===== config.mk =====
export PLATFORM = sky130hd
export DESIGN_NAME = ibex_trace_buffer
export DESIGN_NICKNAME = d
export VERILOG_FILES = /design/src/rtl/ibex_trace_buffer.sv
export SDC_FILE = /design/constraint.sdc
export NUM_CORES = 2
export LEC_CHECK = 0
export BUFFER_PORTS_ARGS = -buffer_cell sky130_fd_sc_hd__buf_4
export CORE_MARGIN = 2
export CORE_UTILIZATION = 25
export CTS_BUF_LIST = sky130_fd_sc_hd__clkbuf_4 sky130_fd_sc_hd__clkbuf_8
export DETAILED_ROUTE_END_ITERATION = 10
export GPL_TIMING_DRIVEN = 0
export PLACE_DENSITY = 0.35
export SLEW_MARGIN = 20
export SYNTH_ARGS = -nofsm -noshare
export SYNTH_HDL_FRONTEND = slang
export SYNTH_SLANG_ARGS = --single-unit

===== constraint.sdc =====
create_clock -name clk_i -period 36.5 [get_ports clk_i]
set_input_delay 7.3 -clock clk_i [delete_from_list [all_inputs] [get_ports clk_i]]
set_output_delay 7.3 -clock clk_i [all_outputs]
set_load 0.01 [all_outputs]

===== src/rtl/ibex_trace_buffer.sv =====
// RVFI retirement capture FIFO serialised onto a 32-bit valid/ready trace stream.
// Optional capability words are enabled by defining CHERI_TRACE_CAP_EN.
module ibex_trace_buffer #(
   parameter int unsigned Depth = 16,
   parameter int unsigned CntW  = 16
) (
   input  logic                       clk_i,
   input  logic                       rst_i,
   input  logic [1:0]                 cfg_mode_i,
   input  logic                       cfg_clear_i,
   input  logic                       rvfi_valid_i,
   input  logic [63:0]                rvfi_order_i,
   input  logic                       rvfi_trap_i,
   input  logic                       rvfi_intr_i,
   input  logic [1:0]                 rvfi_mode_i,
   input  logic [4:0]                 rvfi_rd_addr_i,
   input  logic [31:0]                rvfi_rd_wdata_i,
   input  logic [31:0]                rvfi_pc_rdata_i,
   input  logic [31:0]                rvfi_insn_i,
   input  logic [31:0]                rvfi_mem_addr_i,
`ifdef CHERI_TRACE_CAP_EN
   input  logic                       rvfi_rd_wtag_i,
   input  logic [31:0]                rvfi_rd_wcap_hi_i,
`endif
   output logic                       trace_valid_o,
   input  logic                       trace_ready_i,
   output logic [31:0]                trace_data_o,
   output logic                       trace_last_o,
   output logic [$clog2(Depth+1)-1:0] level_o,
   output logic [CntW-1:0]            drop_cnt_o,
   output logic                       frozen_o
);

`ifdef CHERI_TRACE_CAP_EN
   localparam int unsigned NW = 7;
   localparam int unsigned RW = 193;
`else
   localparam int unsigned NW = 5;
   localparam int unsigned RW = 160;
`endif
   localparam int unsigned PW = $clog2(Depth);
   localparam int unsigned LW = $clog2(Depth+1);
   localparam logic [2:0] LastIdx = 3'(NW-1);

   localparam logic [1:0] ModeOff     = 2'b00;
   localparam logic [1:0] ModeTrap    = 2'b10;
   localparam logic [1:0] ModeOneShot = 2'b11;

   logic [RW-1:0] mem [Depth];
   logic [PW:0]   wr_ptr;
   logic [PW:0]   rd_ptr;
   logic [2:0]    word_idx;
   logic          ovf_pending;

   logic          empty;
   logic          full;
   logic          capture;
   logic          push;
   logic          word_fire;
   logic          pop;
   logic          drop_count;
   logic          fill_now;
   logic [31:0]   w0;
   logic [RW-1:0] wr_rec;
   logic [RW-1:0] head_rec;
   logic [31:0]   head_word;
   logic          unused_order;

   assign unused_order = ^rvfi_order_i[63:16];

   assign empty   = (wr_ptr == rd_ptr);
   assign full    = (wr_ptr[PW-1:0] == rd_ptr[PW-1:0]) && (wr_ptr[PW] != rd_ptr[PW]);
   assign level_o = LW'(wr_ptr - rd_ptr);

   assign capture = rvfi_valid_i && (cfg_mode_i != ModeOff) && !frozen_o &&
                    ((cfg_mode_i != ModeTrap) || rvfi_trap_i || rvfi_intr_i);

   // Fullness is judged before any same-cycle pop; clear wins over everything.
   assign push       = capture && !full && !cfg_clear_i;
   assign drop_count = capture && full && !cfg_clear_i && (cfg_mode_i != ModeOneShot);
   assign word_fire  = trace_valid_o && trace_ready_i && !cfg_clear_i;
   assign pop        = word_fire && (word_idx == LastIdx);
   assign fill_now   = push && (cfg_mode_i == ModeOneShot) &&
                       (level_o == LW'(Depth-1)) && !pop;

   assign w0 = {rvfi_trap_i, rvfi_intr_i, ovf_pending, rvfi_mode_i, rvfi_rd_addr_i,
                6'b0, rvfi_order_i[15:0]};

`ifdef CHERI_TRACE_CAP_EN
   assign wr_rec = {rvfi_rd_wtag_i, rvfi_rd_wcap_hi_i, rvfi_mem_addr_i, rvfi_rd_wdata_i,
                    rvfi_insn_i, rvfi_pc_rdata_i, w0};
`else
   assign wr_rec = {rvfi_mem_addr_i, rvfi_rd_wdata_i, rvfi_insn_i, rvfi_pc_rdata_i, w0};
`endif

   assign head_rec = mem[rd_ptr[PW-1:0]];

   always_comb begin
      head_word = 32'h0;
      case (word_idx)
         3'd0:    head_word = head_rec[31:0];
         3'd1:    head_word = head_rec[63:32];
         3'd2:    head_word = head_rec[95:64];
         3'd3:    head_word = head_rec[127:96];
         3'd4:    head_word = head_rec[159:128];
`ifdef CHERI_TRACE_CAP_EN
         3'd5:    head_word = head_rec[191:160];
         3'd6:    head_word = {31'b0, head_rec[192]};
`endif
         default: head_word = 32'h0;
      endcase
   end

   assign trace_valid_o = !empty;
   assign trace_data_o  = empty ? 32'h0 : head_word;
   assign trace_last_o  = !empty && (word_idx == LastIdx);

   always_ff @(posedge clk_i) begin
      if (push) begin
         mem[wr_ptr[PW-1:0]] <= wr_rec;
      end
   end

   // Reset and clear share one path: both abandon any record mid-serialisation.
   always_ff @(posedge clk_i) begin
      if (rst_i || cfg_clear_i) begin
         wr_ptr      <= '0;
         rd_ptr      <= '0;
         word_idx    <= '0;
         drop_cnt_o  <= '0;
         ovf_pending <= 1'b0;
         frozen_o    <= 1'b0;
      end else begin
         if (push) begin
            wr_ptr      <= wr_ptr + {{PW{1'b0}}, 1'b1};
            ovf_pending <= 1'b0;
         end
         if (fill_now) begin
            frozen_o <= 1'b1;
         end
         if (drop_count) begin
            ovf_pending <= 1'b1;
            if (drop_cnt_o != {CntW{1'b1}}) begin
               drop_cnt_o <= drop_cnt_o + {{(CntW-1){1'b0}}, 1'b1};
            end
         end
         if (word_fire) begin
            word_idx <= pop ? 3'd0 : word_idx + 3'd1;
         end
         if (pop) begin
            rd_ptr <= rd_ptr + {{PW{1'b0}}, 1'b1};
         end
      end
   end

endmodule


; After elaboration in Yosys (flattened, before gate mapping)
; Memory sizes are Yosys's and may differ from the RTL's. A register that Yosys moved wholly into a read port is not among the register bits.
; Index checks and enable logic that the tools add are counted.
; Widths: inputs -> output; s select.
[totals]
ram_bits = 2464
wordCells = 61
regBits = 31
n_memories = 1
[mem_list]
columns = name, depth, word_bits, read_ports, rd_ports_with_merged_regs, wr, line
row1 = mem, 16, 154, 1, 1, 1, 49  ; logic [RW-1:0] mem [Depth];
[classes]
mux = 9
reduce_logical = 28
add_sub_neg = 5
n_eq_ne = 12
[op_table]
columns = cell, n
row1 = $pmux 32 s5, 1
row2 = $mux 32, 1
row3 = $add 16x1->16 const B, 1
row4 = $logic_and 1x1->1, 16
row5 = $ne 16x16->1 const B, 1
row6 = $add 5x1->5 const B, 2
row7 = $mux 4, 2
row8 = $eq 3x2->1 const B, 2
row9 = $eq 5x4->1 const B, 1
row10 = $eq 5x5->1, 1
row11 = $logic_not 1->1, 5
row12 = $sub 5x5->5, 1
row13 = $eq 4x4->1, 1
row14 = $mux 1, 4
row15 = $ne 2x2->1 const B, 2
row16 = $reduce_bool 2->1, 2
row17 = $add 3x1->3 const B, 1
row18 = $eq 3x1->1 const B, 1
row19 = $eq 3x3->1 const B, 1
row20 = $logic_not 3->1, 1
row21 = $logic_or 1x1->1, 3
row22 = $mux 3, 1
row23 = $eq 2x2->1 const B, 1
row24 = $reduce_and 2->1, 1
row25 = $ne 1x1->1, 1

; Depth between registers and ports, before layout
[depth]
depth_word = 9
ltp_mapped = 11

; Worst setup path after synthesis
; Ideal clock, no wire load.
[synth_path]
kind = in2reg
startpoint = input rvfi_valid_i
endpoint = memory mem[3][0] (netlist name), enable pin
t_required_ns = 35.643
path_slack_ns = 17.032
n_path_buf = 1
t_arrival_ns = 18.611
stages = 5
path_cell_list = nor2b_1 -> o221ai_2 -> or3b_2 -> clkbuf_1 -> nor3_1
[synth_between]
elab_chain_cells = 7
[synth_rtl]
columns = item, line
row1 = from (decl), 11  ; input logic rvfi_valid_i,
row2 = $logic_and 1x1->1 (3 in series), 75  ; assign capture = rvfi_valid_i && (cfg_mode_i != ModeOff) && !frozen_o &&
row3 = $logic_and 1x1->1 (2 in series), 79  ; assign push = capture && !full && !cfg_clear_i;
row4 = $mux 1, 119  ; if (push) begin
row5 = $mux 1 (implied by the code), 120  ; mem[wr_ptr[PW-1:0]] <= wr_rec;
row6 = to (decl), 49
; No other way between the ends.

==> results.json <==
{
  "final_util_pct": 30.7,
  "netlist_instances": 4752,
  "fin_total_pwr_mw": 5.84,
  "hold_path_class": "reg2reg",
  "worstPathRequired_ns": 29.20,
  "postCtsResizedCells": 0,
  "slowest_delay_ns": 0.83,
  "syn-num-nets": 4976,
  "cts_buffers": 446,
  "topRoutingLayerUsed": "met5",
  "tns_ns": 0,
  "cap_violations": 0,
  "wl_met1_um": 152000,
  "drc": 0,
  "drtIter0Drc": 4475,
  "max_freq_mhz": 72.6,
  "ys_types": 51,
  "post_cts_buffers": 0,
  "critical_path_class": "reg2out",
  "cts_hold_buf": 0,
  "synth_edf_count": 2464,
  "worstSetupStartpointType": "register",
  "tightest_slew_ns": 1.15,
  "yosysTopAreaCell": "edfxtp_1",
  "vias": 51500,
  "grt_pass1_vias": 53100,
  "cts_root_buf": "clkbuf_8",
  "async_flop_share_pct": 0,
  "port_buffers": 215,
  "synth_top_area_share_pct": 76.9,
  "met3_length_um": 17200,
  "start_util_pct": 25.1,
  "rsz0062_at_grt": "false",
  "firstDrtPassIters": 5,
  "cts.sinks": 2499,
  "grt_start_max_net_pins": 19,
  "dp.cells": 10300,
  "ant_nets": 0,
  "viasPerCell": 4.64,
  "fin_crit_sh_pct": 37.7,
  "netlist_area_um2": 96200,
  "synth_warnings": 0,
  "grt_overflow": 0,
  "path_max_fanout": 10,
  "worst_path_max_delay_cell": "a31oi_1",
  "r2r_setup_slack_ns": 31.78,
  "drt-total-wl_um": 354000,
  "htree_levels": 5,
  "dp.final_hpwl_um": 249000,
  "hold_viol": 0,
  "gp_congestion": 0.729,
  "fin_nets": 5925,
  "antenna_found_initial": 65,
  "finalCriticalPeriod_ns": 13.78,
  "area_delta_synth_final_pct": 22.2,
  "seq_area_frac_synth_pct": 77.6,
  "fp.dieH_um": 624,
  "synth_top_flop_cell": "edfxtp_1",
  "insertion_delay_ns": 1.14,
  "drive_above_1_share_pct": 29.6,
  "setup_viol": 0,
  "tritoncts": "built",
  "path_cells": "buf_2 > nor2b_1 > clkbuf_1 > clkbuf_1 > a22oi_1 > nand3_1 > nand4_1 > a31oi_1 > a31oi_1 > buf_4",
  "crit_arrival_ns": 6.48,
  "endpoint_kind": "output pin",
  "r2r_start": "wr_ptr[0]",
  "fp.dieW_um": 624,
  "fp.coreArea_um2": 383000,
  "filler_cell_count": 37400,
  "reg2reg_depth": 16,
  "clockBufferDepth": 4,
  "leakage_nw": 36.3,
  "drv_slew": 0,
  "power_density_nw_per_um2": 49.6,
  "irDropWorstVdd_uv": 27.0,
  "r2r-end": "mem[0][42]",
  "slew_headroom_pct": 23.0,
  "instances_no_fill": 11100,
  "synth-seq-cells": 2499,
  "wl_per_cell_um": 31.9,
  "grt_pass1_wl_um": 474000,
  "multi_input_comb_area_um2": 20300,
  "finalClockSkew_ns": 0.0691,
  "crit_end": "trace_data_o[8]",
  "rows": 227,
  "outcome": "complete, no violations",
  "die_area_um2": 390000,
  "wl_met2_um": 177000,
  "seq_area_um2": 74700,
  "grtUsageTotal_pct": 17.8,
  "synth.area.top_cells": "edfxtp_1, mux4_2, mux2i_1",
  "path_clk_slew_ns": 0.06,
  "avgSynthCellArea_um2": 20.3,
  "pin_count": 264
}
==> where the power goes <==
group / switching, mW / internal (mW) / total (mW)
combinational: 0.0722 / 0.0271 / 0.0993
clock: 1.19 / 1.38 / 2.57
sequential: 0.00201 / 3.16 / 3.16
total: 1.27 / 4.57 / 5.84
==> through the flow <==
step	hold WS, ns	worst slack (ns)	cell area (um2)
after detailed placement	0.499	23.66	109000
after CTS	0.507	22.33	118000
after global routing	0.571	22.51	118000
final	0.516	22.72	118000
after floorplan	0.469	17.03	96200
after global placement	0.494	-2.01	104000
==> per-layer routing <==
metal	global-route usage (%)	vias to the layer above
met4	4.23	34
met2	30.9	1452
met1	23.1	27900
met5	0	-
li1	-	21600
met3	3.06	540
==> layout by cell type (no fill, tap or decap), types with 96 or more instances in the layout <==
| master | n |
|---|---|
| buf_4 | 372 |
| clkinv_1 | 114 |
| nand2_1 | 263 |
| clkbuf_8 | 459 |
| edfxtp_1 | 2464 |
| mux2i_1 | 443 |
| clkbuf_4 | 166 |
| clkbuf_1 | 96 |
| mux4_2 | 416 |
| nand3_1 | 221 |
| a22oi_1 | 169 |
==> worst min-delay path by stage <==
stage               depth (start not counted)     endpoint        start  slack, ns
floorplan                                   2  word_idx[1]  word_idx[1]       0.47
global placement                            2  word_idx[1]  word_idx[1]       0.49
detailed placement                          2  word_idx[1]  word_idx[1]       0.50
CTS                                         2  word_idx[1]  word_idx[1]       0.51
global route                                2  word_idx[1]  word_idx[1]       0.57
finish                                      2  word_idx[1]  word_idx[1]       0.52
==> cell type report <==
cell class / instances / share of cell area [%]
flip-flops and latches: 2499 / 63.5
multi-input cells: 1970 / 17.2
clock buffers: 625 / 6.43
repair buffers: 501 / 5.36
well taps: 5038 / 5.36
plain buffers: 269 / 1.23
clock inverters: 171 / 0.847
inverters: 14 / 0.0447
diodes: 13 / 0.0277
==> cells by family (layout without fill, tap and decap cells) <==
group,count (synthesis),in the layout,synth area share (%)
simple gates,661,661,3.10
mux,861,861,14.4
fa+ha+maj,16,16,0.216
xor+xnor,28,28,0.255
compound gates,404,404,2.95
other cells,0,13,0
buf+inv,283,1580,1.51
flops,2499,2499,77.6
==> Yosys cell counts, types with 7 or more instances <==
library cell	instances
nor3_1	16
inv_1	13
a22oi_1	169
xnor2_1	23
edfxtp_1	2464
a22o_1	12
nor2b_1	7
ha_1	15
a221oi_1	19
a32oi_1	10
nor2_1	86
o22ai_1	8
nand4_1	22
buf_2	53
a31oi_1	40
a21oi_1	73
dfxtp_1	35
clkbuf_1	128
buf_1	17
nor4_1	10
and3_1	8
mux2i_1	443
nand2_1	263
buf_4	56
and2_1	13
nand3_1	221
a211oi_1	13
o21ai_0	16
o211ai_1	19
buf_6	15
a221o_1	10
mux4_2	416
==> critical path, delay by kind of cell, from the launching register on <==
kind | cells | cell delay (ns)
compound gates | 3 | 1.61
buf+inv | 4 | 2.45
flops | 1 | 0.30
simple gates | 3 | 0.93
==> state kept, by name (all words and copies together) (netlist names), named ones only <==
register,count
ovf_pending,1
wr_ptr,5
drop_cnt_o,16
mem,2464
word_idx,3
frozen_o,1
rd_ptr,5
No activity file was read; power rests on OpenSTA's default activity.
